## config.mk

```make
export PLATFORM = sky130hd
export DESIGN_NAME = program_counter_flat
export DESIGN_NICKNAME = d
export VERILOG_FILES = /design/src/rtl/program_counter_pkg.sv /design/src/rtl/program_counter_if.sv /design/src/rtl/program_counter.sv /design/src/flat_wrapper.sv
export SDC_FILE = /design/constraint.sdc
export NUM_CORES = 1
export LEC_CHECK = 0
export BUFFER_PORTS_ARGS = -buffer_cell sky130_fd_sc_hd__clkbuf_2
export CORE_MARGIN = 3
export CORE_UTILIZATION = 40
export DETAILED_ROUTE_END_ITERATION = 10
export PLACE_DENSITY = 0.69
export SYNTH_ARGS = -nofsm -noshare
export SYNTH_HDL_FRONTEND = slang
export SYNTH_SLANG_ARGS = --single-unit
```

## constraint.sdc

```tcl
create_clock -name clk -period 1.9 [get_ports clk]
set_input_delay 0 -clock clk [delete_from_list [all_inputs] [get_ports clk]]
set_output_delay 0 -clock clk [all_outputs]
set_load 0.02 [all_outputs]
```

## src/rtl/program_counter_pkg.sv

```systemverilog
// Processor-wide fetch constants shared by the program counter and the fetch stage.
// Reset address, step size and instruction alignment are defined once here.
package program_counter_pkg;

    localparam int unsigned INSTR_ALIGN_W = 2;
    localparam logic [31:0] PC_RESET_ADDR = 32'h0004_0000;
    localparam int unsigned PC_STEP       = 4;

    typedef logic [31:0] pc_addr_t;

    // Clear the low alignment bits so an address always names a whole instruction.
    function automatic pc_addr_t align_addr(input pc_addr_t addr);
        return {addr[31:INSTR_ALIGN_W], {INSTR_ALIGN_W{1'b0}}};
    endfunction

    function automatic logic is_misaligned(input pc_addr_t addr);
        return addr[INSTR_ALIGN_W-1:0] != '0;
    endfunction

endpackage

```

## src/rtl/program_counter_if.sv

```systemverilog
// Control and address bundle between a fetch/branch unit (master) and the PC (slave).
interface program_counter_if;
    import program_counter_pkg::*;

    logic     en;
    logic     ld;
    pc_addr_t ld_addr;
    pc_addr_t PC;
    pc_addr_t PC_next;
    logic     misalign;

    modport master (
        output en, ld, ld_addr,
        input  PC, PC_next, misalign
    );

    modport slave (
        input  en, ld, ld_addr,
        output PC, PC_next, misalign
    );

endinterface

```

## src/rtl/program_counter.sv

```systemverilog
// Instruction program counter: redirect load beats sequential advance beats hold.
// PC_next exposes the value PC will take at the coming edge with zero latency.
module program_counter
    import program_counter_pkg::*;
#(
    parameter logic [31:0] RESET_ADDR = PC_RESET_ADDR,
    parameter int unsigned STEP       = PC_STEP
) (
    input logic              clk,
    input logic              rst,
    program_counter_if.slave bus
);

    localparam pc_addr_t RESET_ALIGNED = align_addr(RESET_ADDR);
    localparam pc_addr_t STEP_C        = align_addr(pc_addr_t'(STEP));

    pc_addr_t pc_q, pc_d;
    logic     misalign_q, misalign_d;

    // An unknown ld/en falls through to the hold branch.
    always_comb begin
        pc_d       = pc_q;
        misalign_d = misalign_q;
        if (bus.ld) begin
            pc_d       = align_addr(bus.ld_addr);
            misalign_d = is_misaligned(bus.ld_addr);
        end else if (bus.en) begin
            pc_d = pc_q + STEP_C;
        end
    end

    always_ff @(posedge clk or posedge rst) begin
        if (rst) begin
            pc_q       <= RESET_ALIGNED;
            misalign_q <= 1'b0;
        end else begin
            pc_q       <= pc_d;
            misalign_q <= misalign_d;
        end
    end

    assign bus.PC       = pc_q;
    assign bus.PC_next  = rst ? RESET_ALIGNED : pc_d;
    assign bus.misalign = misalign_q;

endmodule

```

## src/flat_wrapper.sv

```systemverilog
// flat-port wrapper written by rule: the top's interface ports become plain ports
module program_counter_flat import program_counter_pkg::*;
#(
    parameter logic [31:0] RESET_ADDR = PC_RESET_ADDR,
    parameter int unsigned STEP       = PC_STEP
)
  (clk, rst, bus_en, bus_ld, bus_ld_addr, bus_PC, bus_PC_next, bus_misalign);
  program_counter_if bus_i ();
  input logic clk;
  input logic rst;
  input wire logic [$bits(bus_i.en)-1:0] bus_en;
  input wire logic [$bits(bus_i.ld)-1:0] bus_ld;
  input wire logic [$bits(bus_i.ld_addr)-1:0] bus_ld_addr;
  output wire logic [$bits(bus_i.PC)-1:0] bus_PC;
  output wire logic [$bits(bus_i.PC_next)-1:0] bus_PC_next;
  output wire logic [$bits(bus_i.misalign)-1:0] bus_misalign;
  assign bus_i.en = bus_en;
  assign bus_i.ld = bus_ld;
  assign bus_i.ld_addr = bus_ld_addr;
  assign bus_PC = bus_i.PC;
  assign bus_PC_next = bus_i.PC_next;
  assign bus_misalign = bus_i.misalign;
  program_counter #(.RESET_ADDR(RESET_ADDR), .STEP(STEP)) u_core (.clk(clk), .rst(rst), .bus(bus_i));
endmodule
```

==> flow_summary.ini <==
[drt]
drtIter0Drc = 245
via_per_inst = 5.79
vias = 3071
post-route-drc-count = 0
wl_per_cell_microns = 18.4
routed_wirelength_microns = 9770
dr.pass1.iters = 5
antenna_left = 0

[clock_tree]
clkSinkCount = 33
cts_max_level = 2
clock_path_buffers = 2
clk_latency_ns = 0.30
cts_buffers = 5
path_clk_slew_ns = 0.07
root_buffer = clkbuf_8
cts_tree = done

[timing]
rsz0062_at_grt = yes
setup_ws_ns = -0.439
slew_viol_final = 0
whs_ns = 0.0345
max_slew_margin = 0.695
tightest_slew_ns = 0.457
fin_worst_skew_ns = 0.0156
min_period_ns = 2.34
fin_crit_sh = 1.23
setup_viol = 24
finalHoldViolCount = 0
max_freq_mhz = 428

[worst_setup_path]
worst-setup-path-type = flop to output port
crit_path_max_incr_delay_ns = 0.52
cp.arrival_ns = 2.34
required_ns = 1.90
cp.depth = 6
reg2regPathDepth = 5
crit_path_top_delay_cell = or4_4
cp_common_cell = or4_4
cp_max_fo = 3
crit_chain = buf_6, nand4_4, or4_4, or4_4, a311oi_4, clkbuf_8
endpoint_kind = output port
cp_top_family = simple AND/OR/NAND/NOR gates
cp.buffers_inverters = 2
startpoint_type = flop

[logic_synthesis]
ys_async_sr_fraction = 1.00
synth_edf_count = 0
synth_cell_types = 44
synthCells = 270
netlist.area_leader.share = 0.351
avgSynthCellArea_sq_um = 8.44
ys_ff_latch = 33
yosysSeqAreaShare = 0.363
yosys_most_used_dff = dfrtp_1
synth_area_sq_um = 2280
synth_most_common_cell = dfrtp_1
yosysWarnings = 0
synth.top_cells.by_count = dfrtp_1, nand2_1, nor2_1, nand3_1, a21oi_1
yosysTopAreaCell = dfrtp_1
synth_area_leaders = dfrtp_1, nand2_1, nor2_1
synthesis.nets = 307

[power]
power_frac_seq = 0.326
ir_worst_vdd_v = 0.000387
p_leak_uw = 0.00187
power_switching_uw = 958
switching_share = 0.365
p_int_uw = 1670
combPwrFrac = 0.405
pwr-share-clk = 0.269
p_per_area_nw_per_um2 = 612

[hold_path]
worstHoldPathCells = 3
min-delay-path-class = input pin to flop

[finish]
num_antenna_cells = 0
fin_area_sq_um = 4290
area_growth_pct = 88.2
fin_cells = 530
final_layout_size_suffix_gt1_frac = 0.539
fin_nets = 496

[global_routing]
globalRouteTotalUtil = 0.288
grt-ovfl-total = 0
grt_pass1_vias = 2977
grt_max_degree = 36
antenna_found_initial = 0
grt_pass1_wl_microns = 14600

[place]
dp_hpwl_microns = 5950
dpl_cell_area_sq_um = 3350
dp_cells = 480
gp_congestion = 0.865
io_buffers = 100

[floorplan]
core_area_sq_um = 5300
dieArea_sq_um = 6640
initial_utilization = 0.430
pin_count = 101
die_h_microns = 81.5
die-width_microns = 81.5
row_count = 26

[run]
max-cap-violations = 0

[outcome]
status = finished, violations left
violations = negative setup slack
[state kept, by name (all words and copies together) (netlist names)]
register	count
u_core.bus.PC	32
u_core.bus.misalign	1
[final cells by class]
type	instances	area [sq um]
timing repair buffer	197	1440
multi-input combinational	216	1780
tap	70	87.6
clock inverter	1	30.0
fill	331	1010
sequential	33	842
inverter	6	22.5
clock buffer	7	86.3
[worst min-delay path: stages]
cell and delay (ns):
clkbuf_2 0.08, nor2_1 0.05, a21oi_1 0.14
[cells in the final DEF (no fill, tap or decap), types with 4 or more instances in the layout]
| cell | instances |
|---|---|
| nand4_1 | 13 |
| nor2_1 | 23 |
| nand4_4 | 4 |
| buf_6 | 14 |
| buf_4 | 66 |
| o21ai_0 | 4 |
| dfrtp_2 | 12 |
| nor2b_1 | 8 |
| clkbuf_8 | 9 |
| dfrtp_1 | 20 |
| nor4_2 | 5 |
| a22oi_1 | 4 |
| a211oi_1 | 8 |
| and4_4 | 4 |
| or4_4 | 4 |
| a31oi_1 | 6 |
| xor2_1 | 5 |
| clkbuf_2 | 78 |
| a21oi_1 | 14 |
| and2_1 | 8 |
| clkbuf_4 | 5 |
| nand2_1 | 24 |
| dlygate4sd3_1 | 27 |
| nor4_4 | 7 |
| xnor2_1 | 7 |
| nand3_1 | 15 |
| nor3_1 | 8 |
| inv_1 | 5 |
[repair_timing]
action                                 in CTS  in global routing
resized for setup                          59                 48
setup buffers                               9                  8
setup endpoints to repair                  25                 27
pin swaps                                  25                 13
hold buffers                               27                  0
endpoints found under the hold margin      30                  0
[power groups by stage]
| stage | Combinational [uW] | Clock (uW) | Sequential [uW] |
|---|---|---|---|
| finish | 1060 | 706 | 855 |
| global route | 1130 | 750 | 861 |
| CTS | 965 | 705 | 844 |
| detailed placement | 832 | 0 | 856 |
| global placement | 824 | 0 | 852 |
| floorplan | 356 | 0 | 969 |
[path summary, 6_finish.rpt]
kind	startpoint	end	slack [ns]
hold / removal	bus_ld_addr[15]	u_core.bus.PC[15]	0.03
hold reg to reg	u_core.bus.misalign	u_core.bus.misalign	0.55
setup reg to reg	u_core.bus.PC[2]	u_core.bus.PC[21]	-0.02
max in group asynchronous	rst	u_core.bus.PC[10]	0.61
setup / recovery	u_core.bus.PC[2]	bus_PC_next[21]	-0.44
min in group asynchronous	rst	u_core.bus.PC[27]	0.50
[kinds of logic after synthesis]
group | count (synthesis) | share of synthesized area
compound gates | 57 | 0.165
xor+xnor | 13 | 0.0500
fa+ha+maj | 1 | 0.00549
buf+inv | 21 | 0.0384
flops | 33 | 0.363
mux | 4 | 0.0176
simple gates | 141 | 0.360
[per-stage QoR]
stage                      util  power [uW]  setup TNS (ns)  setup slack, ns
after global placement    0.633        1680          -0.343           -0.147
after detailed placement  0.633        1690          -0.423           -0.135
after CTS                 0.765        2510           -3.33           -0.434
final                     0.809        2620           -4.12           -0.439
after global routing      0.809        2740           -6.15           -0.528
after floorplan               -        1330          -0.364           -0.136
[layer usage]
layer	vias up	track usage	routed length (microns)
li1	1407	-	-
met1	1468	0.353	3820
met2	168	0.493	4950
met3	28	0.0581	673
met4	0	0.117	319
met5	-	0	0
No activity file was read; power rests on OpenSTA's default activity.
